==> config.mk <==
export PLATFORM = sky130hd
export DESIGN_NAME = ram_access_coordinator
export DESIGN_NICKNAME = d
export VERILOG_FILES = /design/src/rtl/ram_access_coordinator.sv
export SDC_FILE = /design/constraint.sdc
export NUM_CORES = 1
export LEC_CHECK = 0
export ABC_AREA = 1
export ABC_CLOCK_PERIOD_IN_PS = 4900
export CAP_MARGIN = 20
export CORE_ASPECT_RATIO = 0.6
export CORE_MARGIN = 4
export CORE_UTILIZATION = 25
export CTS_CLUSTER_SIZE = 25
export DETAILED_ROUTE_END_ITERATION = 6
export MAX_ROUTING_LAYER = met4
export PLACE_DENSITY = 0.54
export SLEW_MARGIN = 20
export SYNTH_ARGS = -nofsm -noshare
export SYNTH_HDL_FRONTEND = slang
export SYNTH_SLANG_ARGS = --single-unit
==> constraint.sdc <==
create_clock -name clk -period 4.9 [get_ports clk]
set_clock_uncertainty 0.05 [all_clocks]
set_input_delay 1.225 -clock clk [delete_from_list [all_inputs] [get_ports clk]]
set_output_delay 1.225 -clock clk [all_outputs]
set_load 0.01 [all_outputs]
==> src/rtl/ram_access_coordinator.sv <==
// Arbitrates NUM_CH requesters onto one shared RAM port, one registered
// transaction at a time, with fixed-priority or round-robin selection.
module ram_access_coordinator #(
    parameter int NUM_CH = 4,
    parameter int ADDR_W = 16,
    parameter int DATA_W = 8,
    parameter int RD_LAT = 1
) (
    input  logic                     clk,
    input  logic                     RST,
    input  logic                     mode_rr,
    input  logic [NUM_CH-1:0]        req,
    input  logic [NUM_CH-1:0]        we,
    input  logic [NUM_CH*ADDR_W-1:0] addr,
    input  logic [NUM_CH*DATA_W-1:0] wdata,
    output logic [NUM_CH-1:0]        gnt,
    output logic [NUM_CH-1:0]        done_rd,
    output logic [NUM_CH-1:0]        done_wr,
    output logic [DATA_W-1:0]        rdata,
    output logic                     busy,
    output logic [ADDR_W-1:0]        ram_addr,
    output logic [DATA_W-1:0]        ram_wdata,
    output logic                     ram_we,
    output logic                     ram_re,
    input  logic [DATA_W-1:0]        ram_rdata
);
    localparam int IDX_W = (NUM_CH > 1) ? $clog2(NUM_CH) : 1;
    localparam int CNT_W = 2;

    if (NUM_CH < 2 || NUM_CH > 8) begin : gBadNumCh
        $error("ram_access_coordinator: NUM_CH must be in 2..8");
    end
    if (RD_LAT < 1 || RD_LAT > 4) begin : gBadRdLat
        $error("ram_access_coordinator: RD_LAT must be in 1..4");
    end

    typedef enum logic [1:0] {IDLE, ISSUE, WAIT, DONE} state_t;

    state_t            state;
    state_t            nextState;
    logic [IDX_W-1:0]  ptr;
    logic [IDX_W-1:0]  owner;
    logic [IDX_W-1:0]  winner;
    logic [IDX_W-1:0]  scanIdx;
    logic [ADDR_W-1:0] addrLat;
    logic [DATA_W-1:0] wdataLat;
    logic              weLat;
    logic [CNT_W-1:0]  waitCnt;
    logic [NUM_CH-1:0] ownerOneHot;

    assign ownerOneHot = NUM_CH'(1) << owner;

    // Scanning downwards leaves the first match in scan order as the winner.
    always_comb begin
        winner  = '0;
        scanIdx = '0;
        for (int k = NUM_CH - 1; k >= 0; k--) begin
            if (mode_rr) begin
                scanIdx = IDX_W'((int'(ptr) + k) % NUM_CH);
            end else begin
                scanIdx = IDX_W'(k);
            end
            if (req[scanIdx]) begin
                winner = scanIdx;
            end
        end
    end

    always_ff @(posedge clk or negedge RST) begin
        if (!RST) begin
            state <= IDLE;
        end else begin
            state <= nextState;
        end
    end

    always_comb begin
        nextState = state;
        gnt       = '0;
        done_rd   = '0;
        done_wr   = '0;
        busy      = 1'b0;
        ram_addr  = '0;
        ram_wdata = '0;
        ram_we    = 1'b0;
        ram_re    = 1'b0;
        case (state)
            IDLE: begin
                if (|req) begin
                    nextState = ISSUE;
                end
            end
            ISSUE: begin
                gnt       = ownerOneHot;
                busy      = 1'b1;
                ram_addr  = addrLat;
                ram_we    = weLat;
                ram_re    = !weLat;
                ram_wdata = weLat ? wdataLat : '0;
                nextState = weLat ? DONE : WAIT;
            end
            WAIT: begin
                gnt      = ownerOneHot;
                busy     = 1'b1;
                ram_addr = addrLat;
                if (waitCnt == '0) begin
                    nextState = DONE;
                end
            end
            DONE: begin
                gnt       = ownerOneHot;
                busy      = 1'b1;
                done_wr   = weLat ? ownerOneHot : '0;
                done_rd   = weLat ? '0 : ownerOneHot;
                nextState = IDLE;
            end
            default: nextState = IDLE;
        endcase
    end

    // Transaction latch, wait counter, read capture and round-robin pointer.
    always_ff @(posedge clk or negedge RST) begin
        if (!RST) begin
            ptr      <= '0;
            owner    <= '0;
            addrLat  <= '0;
            wdataLat <= '0;
            weLat    <= 1'b0;
            waitCnt  <= '0;
            rdata    <= '0;
        end else begin
            case (state)
                IDLE: begin
                    if (|req) begin
                        owner    <= winner;
                        addrLat  <= addr[int'(winner)*ADDR_W +: ADDR_W];
                        wdataLat <= wdata[int'(winner)*DATA_W +: DATA_W];
                        weLat    <= we[winner];
                    end
                end
                ISSUE: begin
                    waitCnt <= CNT_W'(RD_LAT - 1);
                end
                WAIT: begin
                    if (waitCnt == '0) begin
                        rdata <= ram_rdata;
                    end else begin
                        waitCnt <= waitCnt - 1'b1;
                    end
                end
                default: ;
            endcase
            if (nextState == DONE && state != DONE) begin
                ptr <= (owner == IDX_W'(NUM_CH - 1)) ? '0 : owner + 1'b1;
            end
        end
    end
endmodule

== After elaboration in Yosys (flattened, before gate mapping) ==
Cells that the tools add are included.

* Add/subtract/negate cells: 5
* Multipliers: 0
* Divide/modulo/power cells: 0
* Magnitude comparators: 5
* Equal/unequal tests: 7
* Shift operators: 3
* Multiplexer cells: 36
* Bitwise gates (word level): 0
* Reduce and logical (&&, ||, !) cells: 11

{| class="wikitable"
|+ Operators with widths
! kind !! number
|-
| indexed part select 64 x 7 -> 16 bit || 1
|-
| indexed part select 32 x 6 -> 8 bit || 1
|-
| 2-to-1 mux 2 bit || 12
|-
| 2-to-1 mux 4 bit || 5
|-
| 2-to-1 mux 16 bit || 1
|-
| 2-to-1 mux 8 bit || 2
|-
| < comparator 2 x 3 -> 1 bit (second input constant) || 5
|-
| binary-select mux 1 bit (select 2 bit) || 5
|-
| 2-to-1 mux 1 bit || 9
|-
| == test 2 bit (second input constant) || 4
|-
| case mux 2 bit (4 select lines) || 1
|-
| AND reduction 2 bit || 3
|-
| adder 2 x 1 -> 2 bit (second input constant) || 2
|-
| adder 2 bit (second input constant) || 2
|-
| zero test 2 bit || 2
|-
| inequality test 2 bit (second input constant) || 2
|-
| case mux 2 bit (2 select lines) || 1
|-
| OR reduction 4 bit || 1
|-
| left shift 1 x 2 -> 4 bit (first input constant) || 1
|-
| OR reduction 3 bit || 1
|-
| == test 2 x 1 -> 1 bit (second input constant) || 1
|-
| nonzero test 2 bit || 1
|-
| OR reduction 2 bit || 1
|-
| subtractor 2 x 1 -> 2 bit (second input constant) || 1
|-
| 2 further kinds || 2
|}

* Flip-flop bits (word level): 41
* Bits in latches: 0
* Bits in writable memories: 0
* Bits in read-only memories: 0
* Input bits: 115
* Output and inout port bits: 47
* Logic and storage cells: 75
* Memories kept: 0

== Logic depth before layout (Yosys ltp) ==
* Word-level depth: 10
* Depth in mapped cells: 15
* Gate-level depth less buffers: 13

== Least setup slack after synthesis ==
Ideal clock, no wire load.

* Path kind: register -> output
* From: reg state[0]
* To: out ram_addr[10]
* Arrival: 1.389 ns
* Data required time: 3.625 ns
* Slack: 2.236 ns
* Stages on the path, launching flop included: 7
* Cell sequence: dfrtp_1 -> inv_1 -> ha_1 -> clkbuf_1 -> clkbuf_1 -> nand2_1 -> inv_1

* Cells in the longest elaborated chain, start to end: 3

{| class="wikitable"
|+ RTL lines
! element !! line !! source
|-
| from (decl) || 39 || <nowiki>state_t state;</nowiki>
|-
| from (signal assigned) || 73 || <nowiki>state <= nextState;</nowiki>
|-
| == test 2 bit or == test 2 x 1 -> 1 bit (tied branches) || 87 || <nowiki>case (state)</nowiki>
|-
| OR reduction 2 bit (no line) * || -- ||
|-
| 2-to-1 mux 16 bit * || 87 ||
|-
| to (decl) || 21 || <nowiki>output logic [ADDR_W-1:0] ram_addr,</nowiki>
|}

Mark *: on every way between the ends. The rest lies on a longest branch, timed or not.

== Worst setup path after layout ==
* From: in mode_rr
* To: reg addrLat[10]

* Cells in the longest elaborated chain, start to end: 8

{| class="wikitable"
|+ RTL lines
! element !! line !! source
|-
| from (decl) || 11 || <nowiki>input logic mode_rr,</nowiki>
|-
| 2-to-1 mux 2 bit || 58 || <nowiki>if (mode_rr) begin</nowiki>
|-
| binary-select mux 1 bit (select 2 bit) || 63 || <nowiki>if (req[scanIdx]) begin</nowiki>
|-
| 2-to-1 mux 1 bit (not written as such) || 63 ||
|-
| 2-to-1 mux 2 bit (3 in series) || 63 ||
|-
| 2-to-1 mux 2 bit * || 63 ||
|-
| indexed part select 64 x 7 -> 16 bit * || 136 || <nowiki>addrLat <= addr[int'(winner)*ADDR_W +: ADDR_W];</nowiki>
|-
| to (signal assigned) || 136 ||
|-
| to (decl) || 45 || <nowiki>logic [ADDR_W-1:0] addrLat;</nowiki>
|}

Mark *: on every way between the ends. The rest lies on a longest branch, timed or not. The select of a mux whose other input is x is not followed.
A chain may end at the register's enable or synchronous reset.

==> results_dict.tcl <==
set metrics [dict create \
    outcome "completed" \
    timing.critical_path.from_type "input pin" \
    gp_congestion 0.7831 \
    crit_path_start "mode_rr" \
    grt_antenna_before_repair 0 \
    layout_worst_path_cycle_share_pct 81.89 \
    hold_slack_ns 0.4306 \
    cts.reportedPaths.clkPinSlew_ns 0.06 \
    netlist.area_leader.share_pct 31.07 \
    timing.rr.start "ptr[0]" \
    r2r_setup_slack_ns 1.95 \
    mappedNetlistArea_sq_um 3302 \
    r2r_end "wdataLat[1]" \
    p_seq_share_pct 21.8 \
    timing.setup.critical_path_class "in -> reg" \
    cts.sink_count 41 \
    tritoncts "done" \
    setup-tns-final_ns 0 \
    clkPwrFrac_pct 13.4 \
    ant_nets 0 \
    avgViaCountPerCell 4.276 \
    path_max_fanout 38 \
    setup_violations 0 \
    floorplan.initialDensity_pct 25.61 \
    syn_avg_cell_area_sq_um 5.917 \
    finalPower_mw 2.820 \
    quantity_of_gates_resized_following_cts 0 \
    via_count 3763 \
    ys_types 25 \
    placeableCoreArea_sq_um 12890 \
    max_cap_viol_count 0 \
    clk_latency_ns 0.28 \
    synthDominantAreaCellType "sky130_fd_sc_hd__dfrtp_1" \
    global_route.overflow_total 0 \
    min_path_type "reg -> reg" \
    final_core_utilization_pct 40.31 \
    maxSlewViolCount 0 \
    die_h_microns 97.02 \
    groute.usage.overall_pct 14.56 \
    holdBufCountCts 0 \
    syn2layout_area_growth_pct 57.41 \
    finalWorstPathRequiredPeriod_ns 4.013 \
    final_wirelength_mm 10.99 \
    vdd_ir_drop_max_mv 0.2548 \
    synthTopCellsByArea "sky130_fd_sc_hd__dfrtp_1, sky130_fd_sc_hd__nand2_1, sky130_fd_sc_hd__inv_1" \
    seq_cells_post_synth 41 \
    yosysSeqAreaShare_pct 31.07 \
    power_frac_comb_pct 64.8 \
    antennaDiodeCount 0 \
    cts_buffers 5 \
    final_report_hold_violation_count 0 \
    worst-endpoint-arrival_ns 4.13 \
    grt_pass1_wl_mm 17.78 \
    cts.repair_timing.setup_buffer_count 0 \
    intPower_mw 1.526 \
    p_sw_mw 1.294 \
    synthesis.instances 558 \
    floorplan.io_pins 162 \
    drtIter0Drc 180 \
    max_slew.worst_pin.slew_ns 0.9450 \
    worstSetupEndpointType "flop" \
    drtPass1Iterations 5 \
    grt_pass1_vias 3769 \
    power.share.switching_pct 45.88 \
    rsz0062_at_grt "no" \
    synth_fp_nets 682 \
    post_route_drc 0 \
    cts.htree.levels 2 \
    nNetsFinal 833 \
    die_area_sq_um 15170 \
    maximum_number_of_pins_on_one_net_before_global_route_repair 42 \
    worst-endpoint-required_ns 5.02 \
    power.static_leakage_nw 2.840 \
    critical_path.endpoint "addrLat[10]" \
    timing.reg2reg.worst_path_depth 12 \
    number_of_warnings_reported_in_the_yosys_synthesis_log 0 \
    clk_root_buffer_cell "sky130_fd_sc_hd__clkbuf_16" \
    buffer_ports.inserted 161 \
    power.density_cell_area_nw_per_um2 542.6 \
    worst_slew_margin_rel_pct 37.00 \
    hold_path.startpoint "addrLat[6]" \
    clk_path_buf_depth 2 \
    post-dp-hpwl_mm 8.980 \
    maxClockFrequency_mhz 249.2 \
    final_routed_wire_length_divided_by_cell_count_microns 12.49 \
    layout_cell_share_with_drive_strength_beyond_1_pct 2.958 \
    row_count 32 \
    dieWidth_microns 156.4 \
]
==> sequential cells by signal (all words and copies together) (netlist names) <==
register  count
ptr           2
wdataLat      8
waitCnt       2
rdata         8
owner         2
addrLat      16
state         2
weLat         1
==> critical path: stages <==
cell,delay [ns]
sky130_fd_sc_hd__clkdlybuf4s50_1,0.56
sky130_fd_sc_hd__nand2_2,0.18
sky130_fd_sc_hd__nand2_1,0.18
sky130_fd_sc_hd__nand3_1,0.13
sky130_fd_sc_hd__nand2_1,0.10
sky130_fd_sc_hd__nand3_2,0.07
sky130_fd_sc_hd__nand2_1,0.08
sky130_fd_sc_hd__nand2_2,0.25
sky130_fd_sc_hd__nand2_2,0.60
sky130_fd_sc_hd__buf_4,0.39
sky130_fd_sc_hd__nand2_1,0.11
sky130_fd_sc_hd__nand3_1,0.08
sky130_fd_sc_hd__nand2_1,0.05
sky130_fd_sc_hd__nand2_1,0.05
sky130_fd_sc_hd__nand2_1,0.06
==> kinds of logic after synthesis <==
family	synth area share, %
adders and majority gates	3.410
DFF	31.07
AOI/OAI and AO/OA	2.122
buffers and inverters	19.97
and+or+nand+nor	43.43
==> cell usage in the layout, fill, tap and decap left out, drive strengths merged <==
cell type / Yosys / layout
a21oi: 4 / 4
buf: 16 / 6
bufinv: 0 / 1
clkbuf: 6 / 7
clkdlybuf4s50: 0 / 160
clkinv: 1 / 1
dfrtp: 41 / 41
ha: 9 / 9
inv: 139 / 139
nand2: 192 / 192
nand3: 101 / 101
nand4: 1 / 1
nor2: 24 / 24
nor3: 2 / 2
o21ai: 8 / 8
o22ai: 1 / 1
or2: 13 / 13
==> metrics by stage <==
step	area [sq um]	cells	setup slack, ns
detailed placement	5025	872	0.6110
global placement	5025	872	0.8445
CTS	5197	880	0.9128
finish	5197	880	0.8874
global route	5197	880	0.5674
floorplan	3302	558	2.236
==> synthesized netlist by cell type (all sizes together) <==
cell and instances:
dfrtp 41, nand4 1, o22ai 1, clkinv 1, or2 13, a21oi 4, buf 16, inv 139
nand3 101, ha 9, nand2 192, clkbuf 6, nor3 2, o21ai 8, nor2 24
==> layer usage <==
layer  GRT usage (%)  routed length (microns)  up-vias
li1                -                        -     1945
met1           20.99                     5614     1687
met2           21.21                     4530      127
met3           3.710                      801        4
met4           1.600                       40        0
met5               -                        0        -
==> power groups by stage <==
stage / combinational (mW) / clock (mW) / sequential (mW)
final: 1.83 / 0.379 / 0.615
after global routing: 2.07 / 0.412 / 0.640
after CTS: 1.85 / 0.394 / 0.616
after detailed placement: 1.84 / 0 / 0.618
after global placement: 1.81 / 0 / 0.614
after floorplan: 1.17 / 0 / 0.611
==> worst min path at each step <==
stage,to,slack [ns],depth (start not counted)
2_1_floorplan,wdataLat[0],0.40,2
3_3_place_gp,wdataLat[0],0.42,2
3_5_place_dp,wdataLat[0],0.42,2
4_1_cts,addrLat[6],0.43,2
5_1_grt,wdataLat[2],0.46,2
6_report,addrLat[6],0.43,2
==> cell type report <==
cell class,instances,area (sq um)
fillers,1381,7695
repair buffers,166,1644
multi-input cells,355,1617
flip-flops and latches,41,1026
inverters,140,525.5
well taps,170,212.7
clock buffers,7,142.6
clock inverters,1,30.03
Note: power is estimated with default switching activity, not from simulation.
